`src/rtl/trace_collector.sv`:
```
// Trace record collector: buffers strobed trace records in a FIFO and streams each one out LS word first.
// Optional feature: define TRACE_COLLECTOR_TIMESTAMP_EN to prefix every record with a 32-bit push-time stamp word.
module trace_collector #(
  parameter int TRACE_WIDTH = 96,
  parameter int OUT_WIDTH   = 32,
  parameter int DEPTH       = 8
) (
  input  logic                     clk_i,
  input  logic                     rst_i,
  input  logic                     trace_ready_i,
  input  logic [TRACE_WIDTH-1:0]   trace_i,
  output logic                     out_valid_o,
  input  logic                     out_ready_i,
  output logic [OUT_WIDTH-1:0]     out_data_o,
  output logic                     out_last_o,
  output logic [$clog2(DEPTH):0]   fifo_count_o,
  output logic                     overflow_o,
  output logic [15:0]              drop_count_o,
  input  logic                     clear_i
);

  localparam int WORDS = (TRACE_WIDTH + OUT_WIDTH - 1) / OUT_WIDTH;
`ifdef TRACE_COLLECTOR_TIMESTAMP_EN
  localparam int TS_WORDS = 1;
`else
  localparam int TS_WORDS = 0;
`endif
  localparam int TOTAL_WORDS = WORDS + TS_WORDS;
  localparam int REC_W       = TOTAL_WORDS * OUT_WIDTH;
  localparam int PW          = $clog2(DEPTH);
  localparam int CW          = PW + 1;
  localparam int IW          = (TOTAL_WORDS > 1) ? $clog2(TOTAL_WORDS) : 1;
  localparam logic [IW-1:0] LAST_IDX = IW'(TOTAL_WORDS - 1);
  localparam logic [CW-1:0] FULL_CNT = CW'(DEPTH);

  typedef enum logic [0:0] {
    ST_IDLE = 1'b0,
    ST_SEND = 1'b1
  } state_t;

  logic [REC_W-1:0] r_mem [DEPTH];
  logic [PW-1:0]    r_wr_ptr;
  logic [PW-1:0]    r_rd_ptr;
  logic [CW-1:0]    r_count;
  state_t           r_state;
  logic             r_valid;
  logic             r_last;
  logic [IW-1:0]    r_idx;
  logic             r_overflow;
  logic [15:0]      r_drop_count;

  logic [REC_W-1:0] w_wr_rec;
  logic [REC_W-1:0] w_rd_rec;
  logic             w_handshake;
  logic             w_pop;
  logic             w_push;
  logic             w_drop;
  logic [CW-1:0]    w_count_next;
  logic [IW-1:0]    w_idx_inc;

`ifdef TRACE_COLLECTOR_TIMESTAMP_EN
  logic [31:0]      r_cycle;

  // Free-running cycle stamp captured alongside each pushed record
  always_ff @(posedge clk_i or posedge rst_i) begin
    if (rst_i) begin
      r_cycle <= 32'd0;
    end else begin
      r_cycle <= r_cycle + 32'd1;
    end
  end
`endif

  // Record image as it will be streamed: optional stamp in word 0, data zero-padded above
  always_comb begin
    w_wr_rec = '0;
    w_wr_rec[TS_WORDS*OUT_WIDTH +: TRACE_WIDTH] = trace_i;
`ifdef TRACE_COLLECTOR_TIMESTAMP_EN
    w_wr_rec[31:0] = r_cycle;
`endif
  end

  assign w_rd_rec     = r_mem[r_rd_ptr];
  assign w_handshake  = r_valid & out_ready_i;
  assign w_pop        = w_handshake & r_last;
  // A full FIFO still accepts a strobe if the head record leaves on the same edge
  assign w_push       = trace_ready_i & ((r_count != FULL_CNT) | w_pop);
  assign w_drop       = trace_ready_i & ~w_push;
  assign w_count_next = r_count + CW'(w_push) - CW'(w_pop);
  assign w_idx_inc    = r_idx + IW'(1);

  // Record storage; contents need no reset since occupancy is tracked separately
  always_ff @(posedge clk_i) begin
    if (w_push) begin
      r_mem[r_wr_ptr] <= w_wr_rec;
    end
  end

  // FIFO pointers and occupancy
  always_ff @(posedge clk_i or posedge rst_i) begin
    if (rst_i) begin
      r_wr_ptr <= '0;
      r_rd_ptr <= '0;
      r_count  <= '0;
    end else begin
      if (w_push) begin
        r_wr_ptr <= r_wr_ptr + PW'(1);
      end
      if (w_pop) begin
        r_rd_ptr <= r_rd_ptr + PW'(1);
      end
      r_count <= w_count_next;
    end
  end

  // Stream FSM; looks at next occupancy so a strobe into an empty FIFO is visible one cycle later
  always_ff @(posedge clk_i or posedge rst_i) begin
    if (rst_i) begin
      r_state <= ST_IDLE;
      r_valid <= 1'b0;
      r_last  <= 1'b0;
      r_idx   <= '0;
    end else begin
      case (r_state)
        ST_IDLE: begin
          r_idx <= '0;
          if (w_count_next != '0) begin
            r_state <= ST_SEND;
            r_valid <= 1'b1;
            r_last  <= (LAST_IDX == '0);
          end else begin
            r_valid <= 1'b0;
            r_last  <= 1'b0;
          end
        end
        ST_SEND: begin
          if (w_handshake && r_last) begin
            r_idx <= '0;
            if (w_count_next != '0) begin
              r_valid <= 1'b1;
              r_last  <= (LAST_IDX == '0);
            end else begin
              r_state <= ST_IDLE;
              r_valid <= 1'b0;
              r_last  <= 1'b0;
            end
          end else if (w_handshake) begin
            r_idx  <= w_idx_inc;
            r_last <= (w_idx_inc == LAST_IDX);
          end else begin
            r_idx <= r_idx;
          end
        end
        default: begin
          r_state <= ST_IDLE;
          r_valid <= 1'b0;
          r_last  <= 1'b0;
          r_idx   <= '0;
        end
      endcase
    end
  end

  // Drop tracking; a drop in the same cycle as clear leaves exactly one drop recorded
  always_ff @(posedge clk_i or posedge rst_i) begin
    if (rst_i) begin
      r_overflow   <= 1'b0;
      r_drop_count <= 16'd0;
    end else if (w_drop) begin
      r_overflow <= 1'b1;
      if (clear_i) begin
        r_drop_count <= 16'd1;
      end else if (r_drop_count != 16'hFFFF) begin
        r_drop_count <= r_drop_count + 16'd1;
      end else begin
        r_drop_count <= r_drop_count;
      end
    end else if (clear_i) begin
      r_overflow   <= 1'b0;
      r_drop_count <= 16'd0;
    end else begin
      r_overflow   <= r_overflow;
      r_drop_count <= r_drop_count;
    end
  end

  assign out_valid_o  = r_valid;
  assign out_last_o   = r_last;
  assign out_data_o   = r_valid ? w_rd_rec[int'(r_idx)*OUT_WIDTH +: OUT_WIDTH] : '0;
  assign fifo_count_o = r_count;
  assign overflow_o   = r_overflow;
  assign drop_count_o = r_drop_count;

endmodule

```
`config.mk`:
```
export PLATFORM = sky130hd
export DESIGN_NAME = trace_collector
export DESIGN_NICKNAME = d
export VERILOG_FILES = /design/src/rtl/trace_collector.sv
export SDC_FILE = /design/constraint.sdc
export NUM_CORES = 1
export LEC_CHECK = 0
export BUFFER_PORTS_ARGS = -buffer_cell sky130_fd_sc_hd__buf_2
export CELL_PAD_IN_SITES_DETAIL_PLACEMENT = 0
export CELL_PAD_IN_SITES_GLOBAL_PLACEMENT = 2
export CORE_UTILIZATION = 51
export DETAILED_ROUTE_END_ITERATION = 7
export PLACE_DENSITY_LB_ADDON = 0.12
export SKIP_CTS_REPAIR_TIMING = 1
export SLEW_MARGIN = 0
export SYNTH_ARGS = -nofsm -noshare
export SYNTH_HDL_FRONTEND = slang
export SYNTH_SLANG_ARGS = --single-unit
```
`constraint.sdc`:
```
create_clock -name clk_i -period 24.7 [get_ports clk_i]
set_input_delay 4.94 -clock clk_i [delete_from_list [all_inputs] [get_ports clk_i]]
set_output_delay 4.94 -clock clk_i [all_outputs]
set_load 0.02 [all_outputs]
```
Word level (Yosys, flattened, before mapping) --
Memories as Yosys holds them, arrays and structs flattened. Cells that the tools add are included.
Word-level totals: bits in registers 32, memories kept 1, logic and storage cells 54, bits in writable memories 768, input port bits 101, output and inout bits 55
Memories:
- r_mem | depth 8, bits a word 96, read ports 1, clocked after memory_dff 0, wr ports 1, RTL line 41 | logic [REC_W-1:0] r_mem [DEPTH];
Operators by class: bitwise operators 7, equal/unequal tests 5, reductions and logical operators 5, $add $sub $neg 6, multiplexer cells 20, shift-type cells 1
Operators with widths (count):
- 96-bit by 8-bit variable part select with 32-bit output | 1
- 16-bit two-way mux | 4
- 32-bit two-way mux | 1
- 16-bit by 1-bit adder with 16-bit output (second input constant) | 1
- 16-bit inequality test (second input constant) | 1
- 1-bit two-way mux | 9
- 3-bit by 1-bit adder with 3-bit output (second input constant) | 2
- 1-bit one-hot mux with 2 select lines | 3
- 4-bit by 1-bit adder with 4-bit output | 1
- 1-bit AND | 4
- 2-bit two-way mux | 2
- 4-bit inequality test (second input constant) | 1
- 2-bit one-hot mux with 2 select lines | 1
- 2-bit nonzero test | 2
- 4-bit nonzero test | 1
- 4-bit by 1-bit subtractor with 4-bit output | 1
- 3-bit by 1-bit inequality test with 1-bit output (second input constant) | 1
- 2-bit by 1-bit adder with 2-bit output (second input constant) | 1
- 2-bit == test (second input constant) | 1
- 2-bit by 1-bit inequality test with 1-bit output (second input constant) | 1
- 1-bit inverter | 2
- 2-bit AND reduction | 1
- 1-bit logical AND | 1
- 1-bit OR | 1

Depth between registers and ports, before layout --
Gate-level depths: netlist of run 1.
depth after elaboration 10, mapped depth 12, depth with buffers taken out 12

Worst setup path before layout of run 1 --
OpenSTA, ideal clock, no wires.
kind in2reg, from input port out_ready_i, to memory r_mem[0][0] (netlist bit) (enable), setup slack 9405 ps, cell stages on the path 5, path buffers 1, arrival time 14509 ps, library setup time 786 ps, data required time 23914 ps, cell sequence nand3_1 clkbuf_1 nand2_1 nand2_1 nor4_1
On the way: word-level cells in the longest chain between the ends 6
RTL lines:
- from (decl) | RTL line 13 | input logic out_ready_i,
- 1-bit AND | RTL line 84 | assign w_handshake = r_valid & out_ready_i;
- 1-bit AND | RTL line 85 | assign w_pop = w_handshake & r_last;
- 1-bit OR | RTL line 87 | assign w_push = trace_ready_i & ((r_count != FULL_CNT) | w_pop);
- 1-bit AND | RTL line 87
- 1-bit two-way mux | RTL line 94 | if (w_push) begin
- 1-bit two-way mux (implied by the code) | RTL line 95 | r_mem[r_wr_ptr] <= w_wr_rec;
- to (decl) | RTL line 41
No other way between the ends.

Worst setup path in the final report of run 1 --
from register r_rd_ptr[0], to output port out_data_o[10]
On the way: word-level cells in the longest chain between the ends 3
RTL lines:
- from (decl) | RTL line 43 | logic [PW-1:0] r_rd_ptr;
- from (signal assigned) | RTL line 110 | r_rd_ptr <= r_rd_ptr + PW'(1);
- memory read 8 x 96 bit
- 96-bit by 8-bit variable part select with 32-bit output | RTL line 189 | assign out_data_o = r_valid ? w_rd_rec[int'(r_idx)*OUT_WIDTH +: OUT_WIDTH] : '0;
- 32-bit two-way mux | RTL line 189
- to (decl) | RTL line 14 | output logic [OUT_WIDTH-1:0] out_data_o,
No other way between the ends.

==> flow_metrics.py, run 1 <==
metrics = {
    "finish": {
        "area_growth_pct": 13.49,
        "final_cells": 2690,
        "layout.nets": 1951,
        "multi_input_area_mm2": 0.006970,
        "drive_gt1_share_pct": 19.83,
        "n_fill_cell": 4515,
        "regArea_mm2": 0.02387,
    },
    "timing": {
        "max_slew_margin_pct": 20.85,
        "rsz0062_at_grt": "no",
        "finClkSkew_ns": 0.01572,
        "report.final.slew_viol_count": 0,
        "tns_ns": 0,
        "fin_crit_ns": 9.635,
        "worst_pin_slew_ns": 1.187,
        "finalCritPeriodShare_pct": 39.01,
        "setup_viol": 0,
        "hold_viol": 0,
        "fmax_mhz": 103.8,
    },
    "detailed_routing": {
        "drtIter0Drc": 1017,
        "wl_per_cell_um": 26.14,
        "ant_nets": 0,
        "wl_mm": 70.32,
        "vias_per_cell": 5.909,
        "drt-pass1-iter-count": 5,
        "drc": 0,
        "via_count": 15895,
    },
    "critical_path": {
        "slowest_delay_ns": 0.88,
        "cp.required_ns": 19.76,
        "cp-end-kind": "output port",
        "cp_max_fo": 148,
        "worstSetupPathType": "reg2out",
        "start_kind": "register",
        "crit_slowest_cell": "buf_4",
        "worstPathArrival_ns": 4.70,
        "crit_top_cell": "buf_4",
        "critical_path_buf_inv_count": 4,
        "crit_chain": "buf_4 > buf_12 > buf_4 > mux2i_1 > a22oi_1 > nand4_1 > o211ai_1 > buf_2",
        "cp_top_family": "buffers and inverters",
    },
    "yosys": {
        "synthCells": 1663,
        "synth_flop_cell": "edfxtp_1",
        "synth.area.top_cells": "edfxtp_1 (74%), mux2i_1 (9.2%), mux4_2 (4.6%)",
        "ys_ff_latch": 800,
        "ys_async_sr_fraction_pct": 4.000,
        "synthAdderAreaFrac_pct": 0.3851,
        "yosys.area.top_type": "edfxtp_1",
        "synth.top_cell.area_share_pct": 73.94,
        "synth_edf_count": 768,
        "netlist_area_mm2": 0.03119,
        "synth-simple-area-share_pct": 3.225,
        "ys_seq_area_share_pct": 76.51,
        "syn-num-nets": 1773,
        "synth_top_family_by_area": "multiplexers",
        "synth_compound_area_share_pct": 4.188,
        "muxShareOfSynthArea_pct": 14.12,
        "synth_common_cells": "edfxtp_1 (768), mux2i_1 (288), a22oi_1 (96), mux4_2 (64), nand3_1 (63)",
        "yosys_warnings": 0,
        "yosys.cell_count.top_type": "edfxtp_1",
        "synthXorXnorAreaFrac_pct": 0.1966,
        "syn_area_per_cell_um2": 18.76,
        "synth.distinct_cells": 48,
    },
    "power": {
        "p_per_area_mw_per_mm2": 89.51,
        "p_int_w": 0.002434,
        "p_leak_nw": 11.04,
        "seq_power_share_pct": 54.9,
        "comb_power_share_pct": 8.7,
        "p_switching_w": 0.0007344,
        "pwr-share-clk_pct": 36.3,
        "peakVddDrop_mv": 0.06076,
        "netSwitchingFraction_pct": 23.18,
    },
    "clocking": {
        "clock_path_buffers": 3,
        "numCtsBuffers": 81,
        "cts_root_buf": "clkbuf_16",
        "path_clk_slew_ns": 0.06,
        "cts.htree.levels": 3,
        "cts.sinks": 800,
        "clock_latency_ns": 0.61,
        "cts_tree": "yes",
    },
    "grt": {
        "gr-usage-met1_pct": 32.52,
        "overflow": 0,
        "grt_pass1_wl_mm": 105.4,
        "grt_max_degree": 149,
        "grtUsageMet3_pct": 3.668,
        "grt_pass1_vias": 16484,
        "antenna_found_initial": 15,
        "grtUsageMet2_pct": 37.53,
        "grt_usage_pct": 22.95,
        "top_usage_layer": "met2",
    },
    "floorplan": {
        "core-area_mm2": 0.06036,
        "initial_utilization_pct": 51.68,
        "fp.dieArea_mm2": 0.06215,
        "row_count": 90,
        "die_x_um": 249.3,
        "ios": 156,
        "die_y_um": 249.3,
    },
    "run": {
        "maxCapViolCount": 0,
    },
    "worst_hold_path": {
        "hold_class": "reg2reg",
    },
    "run_status": {
        "outcome": "completed",
    },
    "placement": {
        "placed_cells": 2540,
        "gp_congestion": 0.7436,
        "hpwl_mm": 37.77,
        "portBuffers": 155,
    },
}
through the flow:
stage / instance area [um^2] / total power [W] / hold WS (ns) / utilization (%) / setup WS (ns)
floorplan: 31190 / 0.001947 / 0.4943 / - / 9.405
global placement: 32910 / 0.002042 / 0.5215 / 54.52 / 15.52
detailed placement: 32910 / 0.002053 / 0.5193 / 54.52 / 15.53
CTS: 35380 / 0.003204 / 0.5279 / 58.62 / 14.84
global route: 35380 / 0.003285 / 0.5736 / 58.62 / 14.69
finish: 35400 / 0.003168 / 0.5220 / 58.65 / 15.06
worst paths after layout:
kind,startpoint,to,slack [ns],cells past startpoint
worst max register to register,out_valid_o,r_mem[5][16],20.41,6
worst max-delay path,r_rd_ptr[0],out_data_o[10],15.06,8
max in group asynchronous,rst_i,r_rd_ptr[1],19.89,3
min in group asynchronous,rst_i,fifo_count_o[3],4.44,3
worst min-delay path,overflow_o,overflow_o,0.52,2
worst min register to register,overflow_o,overflow_o,0.52,2
area by class of cell:
cell class / instances / area share (%)
timing repair buffer: 187 / 2.941
inverter: 12 / 0.1272
clock buffer: 112 / 6.263
multi-input combinational: 759 / 19.69
sequential: 800 / 67.44
tap: 782 / 2.764
antenna: 7 / 0.04948
clock inverter: 31 / 0.7281
power groups by stage:
| stage | sequential, W | clock (W) | combinational [W] |
|---|---|---|---|
| after floorplan | 0.00180 | 0 | 0.000148 |
| after detailed placement | 0.00177 | 0 | 0.000284 |
| after global routing | 0.00175 | 0.00123 | 0.000302 |
| final | 0.00174 | 0.00115 | 0.000277 |
| after global placement | 0.00176 | 0 | 0.000281 |
| after CTS | 0.00174 | 0.00118 | 0.000285 |
state kept, by name, indices dropped and copies added (netlist names):
signal / count
r_rd_ptr: 3
fifo_count_o: 4
out_valid_o: 1
drop_count_o: 16
r_state: 1
r_idx: 2
overflow_o: 1
r_mem: 768
r_wr_ptr: 3
out_last_o: 1
cells by family (layout without fill, tap and decap cells):
group | Yosys count | after routing
AND/OR/NAND/NOR | 200 | 200
flip-flops | 800 | 800
XOR/XNOR | 7 | 7
buffers and inverters | 104 | 342
other | 0 | 7
AO/OA/AOI/OAI | 184 | 184
adder cells (fa/ha/maj) | 9 | 9
multiplexers | 359 | 359
worst register-to-register path: cells and delay by family (launching register included):
kind,cells,cell delay (ns)
and+or+nand+nor,3,1.29
DFF,1,0.48
AOI/OAI and AO/OA,1,0.64
buffers and inverters,2,1.51
metal layers:
metal  vias up  part of all wire (%)
met1      8320                    45
met2       345                    49
met4        10                   1.5
met5         -                 0.087
li1       7118                     -
met3       102                   4.6
layout by cell type, fill, tap and decap left out, drive strengths merged, types with 3 or more instances in the layout:
cell type	netlist	layout
clkinv	0	24
o21ai	4	4
nor3b	3	3
xnor2	6	6
nand2b	4	4
clkbuf	46	112
nand4	15	15
nand3	63	63
a22oi	96	96
nor2b	8	8
mux4	64	64
dfrtp	32	32
and3	6	6
ha	8	8
nor2	17	17
inv	12	13
mux2i	288	288
buf	46	187
nor4	6	6
diode	0	7
nor3	7	7
o211ai	33	33
bufinv	0	4
or4	4	4
mux2	7	7
a41oi	3	3
a211oi	5	5
a21oi	31	31
edfxtp	768	768
nand2	57	57
Note: power is estimated with default switching activity, not from simulation.
==> inputs of run 2 (changes only) <==
Settings changed: ABC_AREA set to 1, CORE_UTILIZATION 51 to 37.
Clock period 24.7 ns to 8.8 ns, I/O delays scaled along.
==> run 2 against run 1 <==
  * Power grew to 4.2 times the previous value
  * Clock-buffer cell count grew 9
  * Synthesized cell count rose by 86%
  * Via count increased by 40%
  * Flip-flop and latch count did not move
  * Final area grew 9.0%
  * Critical path depth rose by 4
  * Setup slack worse by 13 ns
  * Routed wire length is 39% higher
  * Critical path type unchanged
  * Critical endpoint is now out_data_o[21]
  * Highest routed layer unchanged
==> flow_metrics.py, run 2 <==
metrics = {
    "placement": {
        "portBuffers": 155,
        "gp_congestion": 0.7689,
        "hpwl_mm": 53.16,
    },
    "yosys": {
        "yosys.area.top_type": "edfxtp_1",
        "syn_area_per_cell_um2": 10.95,
        "synth.distinct_cells": 32,
        "yosys.cell_count.top_type": "edfxtp_1",
        "synth_edf_count": 768,
        "ys_ff_latch": 800,
        "netlist_area_mm2": 0.03396,
        "synthCells": 3100,
        "synth.area.top_cells": "edfxtp_1 (68%), nand2_1 (8.4%), nand3_1 (6.4%)",
        "synth_flop_cell": "edfxtp_1",
        "synth_common_cells": "edfxtp_1 (768), nand2_1 (757), nand3_1 (433), inv_1 (427), nor2_1 (213)",
        "ys_seq_area_share_pct": 70.27,
        "yosys_warnings": 0,
        "syn-num-nets": 3210,
        "ys_async_sr_fraction_pct": 4.000,
        "synth.top_cell.area_share_pct": 67.91,
    },
    "clocking": {
        "cts_tree": "yes",
        "numCtsBuffers": 90,
        "clock_latency_ns": 0.65,
        "cts.sinks": 800,
        "path_clk_slew_ns": 0.06,
        "clock_path_buffers": 3,
        "cts_root_buf": "clkbuf_16",
        "cts.htree.levels": 3,
    },
    "detailed_routing": {
        "ant_nets": 0,
        "drtIter0Drc": 1421,
        "wl_per_cell_um": 21.94,
        "via_count": 22328,
        "drc": 0,
        "vias_per_cell": 5.002,
        "wl_mm": 97.96,
        "drt-pass1-iter-count": 5,
    },
    "critical_path": {
        "timing.rr.start": "out_valid_o",
        "worstPathArrival_ns": 4.78,
        "cp_top_family": "buffers and inverters",
        "critical_path_buf_inv_count": 4,
        "cp-end-kind": "output port",
        "cp.depth": 12,
        "reg2reg_slack_ns": 5.14,
        "start_kind": "register",
        "crit_chain": "clkinv_8 > buf_4 > buf_4 > nand2_1 > nand2_1 > nand2_1 > nand3_1 > nand3_1 > nand2_1 > nand2_1 > a21oi_1 > buf_2",
        "r2r_end": "r_mem[1][25]",
        "cp_max_fo": 137,
        "cp.required_ns": 7.04,
        "crit_top_cell": "nand2_1",
        "crit_slowest_cell": "buf_4",
        "reg2reg_depth": 10,
        "slowest_delay_ns": 0.85,
        "worstSetupPathType": "reg2out",
    },
    "run_status": {
        "outcome": "completed",
    },
    "run": {
        "maxCapViolCount": 0,
    },
    "timing": {
        "report.final.slew_viol_count": 0,
        "hold_viol": 0,
        "setup_viol": 0,
        "tns_ns": 0,
        "finalCritPeriodShare_pct": 74.27,
        "fin_crit_ns": 6.536,
        "fmax_mhz": 153.0,
        "finClkSkew_ns": 0.01670,
        "worst_pin_slew_ns": 1.026,
        "rsz0062_at_grt": "no",
        "max_slew_margin_pct": 31.57,
    },
    "finish": {
        "largest_register_ffs": 768,
        "top_register": "r_mem",
        "mostFrequentLayoutCell": "edfxtp_1",
        "area_growth_pct": 13.61,
        "layout.nets": 3324,
        "n_fill_cell": 8547,
        "drive_gt1_share_pct": 10.11,
        "final_cell_mix": "edfxtp_1 (768), nand2_1 (757), nand3_1 (433)",
    },
    "worst_hold_path": {
        "hold_class": "reg2reg",
        "worstHoldEndpoint": "overflow_o",
        "min_from": "overflow_o",
        "whs_path_depth": 2,
    },
    "floorplan": {
        "initial_utilization_pct": 37.55,
        "row_count": 110,
        "ios": 156,
        "core-area_mm2": 0.09042,
        "die_y_um": 304.9,
        "die_x_um": 304.9,
        "fp.dieArea_mm2": 0.09299,
    },
    "power": {
        "power_w": 0.01315,
        "peakVddDrop_mv": 0.2297,
        "p_leak_nw": 15.30,
        "p_per_area_mw_per_mm2": 341.0,
    },
    "grt": {
        "grt_max_degree": 138,
        "grt_usage_pct": 21.07,
        "antenna_found_initial": 22,
        "grt_pass1_vias": 21997,
        "grt_pass1_wl_mm": 145.4,
        "overflow": 0,
    },
}
-- run 2: cell types whose count changed after synthesis, sizes merged, moves of 9 or more --
cell,previous run,this run
a21oi,31,40
nand3,63,434
buf,46,117
a22oi,96,0
mux4,64,0
mux2i,288,0
inv,12,430
nor2,17,215
o211ai,33,65
o21ai,4,147
nand2,57,758
-- run 2: area by class of cell --
class | instances | area, um^2 | share of cell area [%]
tap | 1176 | 1471 | 3.814
clock inverter | 40 | 401.6 | 1.041
timing repair buffer | 191 | 1109 | 2.873
inverter | 432 | 1642 | 4.255
multi-input combinational | 1699 | 7651 | 19.83
clock buffer | 121 | 2419 | 6.269
antenna | 5 | 12.51 | 0.03243
sequential | 800 | 23870 | 61.88
-- run 2: per-layer routing --
metal  GRT usage (%)  wire (um)  vias up
li1                -          -    10631
met1           29.41      45010    11050
met2           34.93      46560      498
met3           2.677       4329      141
met4           4.945       1990        8
met5               0         64        -
-- run 2: stage by stage --
step	cells	setup WS [ns]	util (%)	area [um^2]	hold WS, ns
after floorplan	3100	1.588	-	33960	0.4919
after global placement	4298	2.858	39.53	35750	0.4648
after detailed placement	4298	2.908	39.53	35750	0.4673
after CTS	4459	2.202	42.65	38570	0.4845
after global routing	4459	1.972	42.65	38570	0.5023
final	4464	2.264	42.67	38580	0.4798
-- run 2: kinds of logic after synthesis --
family          share of synthesized area (%)
flops                                   70.27
xor+xnor                               0.1548
simple gates                            17.58
compound gates                          4.256
buf+inv                                 7.380
fa+ha+maj                              0.3537
-- run 2: where the power goes --
part           total (W)  internal [W]  switching [W]  leakage [nW]
clock network    0.00360       0.00208        0.00151          1.36
logic            0.00455       0.00114        0.00341          6.56
registers        0.00501       0.00477       0.000239          7.38
total             0.0132       0.00799        0.00516          15.3
-- run 2: worst min-delay path, delay by kind of cell (launching register included) --
family / cells / cell delay (ns)
flops: 1 / 0.34
simple gates: 2 / 0.10
-- run 2: how the worst max path moves through the flow --
stage                           start        endpoint  slack (ns)
final                     r_rd_ptr[0]  out_data_o[21]        2.26
after global routing      r_rd_ptr[0]  out_data_o[22]        1.97
after CTS                 r_rd_ptr[0]  out_data_o[21]        2.20
after detailed placement  r_rd_ptr[0]  out_data_o[21]        2.91
after global placement    r_rd_ptr[0]  out_data_o[22]        2.86
after floorplan           out_ready_i     r_mem[0][0]        1.59
==> inputs of run 3 (changes only) <==
Settings changed: ABC_AREA 1 to 0, CORE_UTILIZATION 37 to 42.
Clock period 8.8 ns to 5.76 ns, I/O delays scaled along.
==> run 3 against run 2 <==
  * The flow now finishes with violations (design-rule violations)
  * Flip-flop and latch count did not move
  * Setup slack got worse by 0.99 ns
  * Utilization rose by 6.8 points
  * Hold slack improved by 0.049 ns
  * Combinational power fell by 72%
  * Routed wire length fell by 25%
  * Sequential power rose by 49%
  * Non-clock buffer count rose by 11
  * Final area fell by 6.2%
  * Critical endpoint is now out_data_o[9]
  * Largest power group unchanged
  * Highest routed layer unchanged
==> flow_metrics.py, run 3 (synthesized netlist as in run 1, its figures left out) <==
metrics = {
    "grt": {
        "grt_usage_pct": 19.79,
        "grt_pass1_vias": 16506,
        "grt_pass1_wl_mm": 108.9,
        "antenna_found_initial": 16,
        "overflow": 0,
        "grt_max_degree": 109,
    },
    "run_status": {
        "outcome": "finished with violations",
        "violations": "design-rule violations",
    },
    "detailed_routing": {
        "drc": 18,
        "drt-pass1-iter-count": 7,
        "top_layer": "met5",
        "wl_met3_mm": 2.963,
        "wl_mm": 73.76,
        "drtIter0Drc": 1144,
        "via_count": 15772,
        "vias_per_cell": 5.439,
        "route.met2.wl_mm": 35.68,
        "wirelength_met1_mm": 33.71,
        "ant_nets": 0,
        "wl_per_cell_um": 25.44,
    },
    "critical_path": {
        "crit_start": "r_rd_ptr[0]",
        "crit_top_cell": "buf_4",
        "slowest_delay_ns": 0.77,
        "timing.rr.start": "out_valid_o",
        "worstPathArrival_ns": 3.33,
        "crit_chain": "buf_4 > buf_4 > mux2i_1 > a22oi_1 > nand3_1 > o211ai_1 > buf_2",
        "worstSetupPathType": "reg2out",
        "cp.required_ns": 4.61,
        "start_kind": "register",
        "cp_top_family": "buffers and inverters",
        "r2r_end": "r_state",
        "reg2reg_slack_ns": 2.39,
        "crit_slowest_cell": "dfrtp_4",
        "reg2reg_depth": 10,
        "endpoint": "out_data_o[9]",
        "cp_max_fo": 35,
        "cp.depth": 7,
        "critical_path_buf_inv_count": 3,
        "cp-end-kind": "output port",
    },
    "timing": {
        "finalCritPeriodShare_pct": 77.86,
        "report.final.slew_viol_count": 0,
        "max_slew_margin_pct": 19.15,
        "rsz0062_at_grt": "no",
        "fin_crit_ns": 4.485,
        "finalWorstSetupSlack_ns": 1.275,
        "setup_viol": 0,
        "hold_viol": 0,
        "finClkSkew_ns": 0.02197,
        "fmax_mhz": 223.0,
        "worst_pin_slew_ns": 1.210,
        "tns_ns": 0,
    },
    "power": {
        "p_per_area_mw_per_mm2": 387.1,
        "p_leak_nw": 11.33,
        "peakVddDrop_mv": 0.2369,
        "power_w": 0.01401,
    },
    "floorplan": {
        "die_x_um": 274.5,
        "fp.dieArea_mm2": 0.07536,
        "initial_utilization_pct": 42.61,
        "die_y_um": 274.5,
        "core-area_mm2": 0.07321,
        "row_count": 99,
        "ios": 156,
    },
    "placement": {
        "portBuffers": 155,
        "hpwl_mm": 40.36,
        "dpl-instance-area_mm2": 0.03347,
        "pre_cts_slack_ns": 1.640,
        "gp_congestion": 0.7386,
        "placed_cells": 2732,
    },
    "finish": {
        "final_cells": 2900,
        "mostFrequentLayoutCell": "edfxtp_1",
        "layout.nets": 1971,
        "fin_area_mm2": 0.03620,
        "n_fill_cell": 6046,
        "final_cell_mix": "edfxtp_1 (768), mux2i_1 (288), buf_2 (155)",
        "top_register": "r_mem",
        "largest_register_ffs": 768,
        "drive_gt1_share_pct": 21.20,
        "area_growth_pct": 16.07,
    },
    "clocking": {
        "numCtsBuffers": 86,
        "cts_tree": "yes",
        "clock_path_buffers": 3,
        "clock_latency_ns": 0.62,
        "cts.htree.levels": 3,
        "path_clk_slew_ns": 0.06,
        "cts.sinks": 800,
        "cts_root_buf": "clkbuf_16",
    },
    "worst_hold_path": {
        "hold_class": "reg2reg",
        "whs_path_depth": 2,
    },
    "run": {
        "maxCapViolCount": 0,
    },
}
run 3: metal layers:
layer	up-vias	track usage (%)
met5	-	0
met4	12	4.985
met3	111	3.372
met2	258	32.37
met1	8203	27.52
li1	7188	-
run 3: area by class of cell:
class,instances,area [um^2],share of cell area [%]
flip-flops and latches,800,23870,65.94
multi-input cells,759,7004,19.35
clock buffers,108,2330,6.435
repair buffers,202,1354,3.739
well taps,959,1200,3.314
clock inverters,53,381.6,1.054
inverters,12,45.04,0.1244
diodes,7,17.52,0.04838
run 3: how the worst min path moves through the flow:
stage	from	endpoint	slack, ns
2_1_floorplan	r_state	out_last_o	0.49
3_3_place_gp	overflow_o	overflow_o	0.51
3_5_place_dp	overflow_o	overflow_o	0.52
4_1_cts	overflow_o	overflow_o	0.53
5_1_grt	drop_count_o[2]	drop_count_o[2]	0.57
6_report	overflow_o	overflow_o	0.53
run 3: report_power, final:
part / internal [W] / total [W] / switching (W)
Clock: 0.00308 / 0.00528 / 0.00219
Sequential: 0.00726 / 0.00745 / 0.000193
Combinational: 0.000367 / 0.00128 / 0.000917
run 3: worst min-delay path, delay by kind of cell, from the launching register on:
family,cells,cell delay [ns]
AO/OA/AOI/OAI,1,0.06
buffers and inverters,1,0.05
flip-flops,1,0.38
run 3: metrics by stage:
| step | hold slack, ns | utilization, % |
|---|---|---|
| after detailed placement | 0.5225 | 45.73 |
| after floorplan | 0.4943 | - |
| after global placement | 0.5135 | 45.73 |
| after CTS | 0.5315 | 49.43 |
| final | 0.5287 | 49.45 |
| after global routing | 0.5749 | 49.44 |
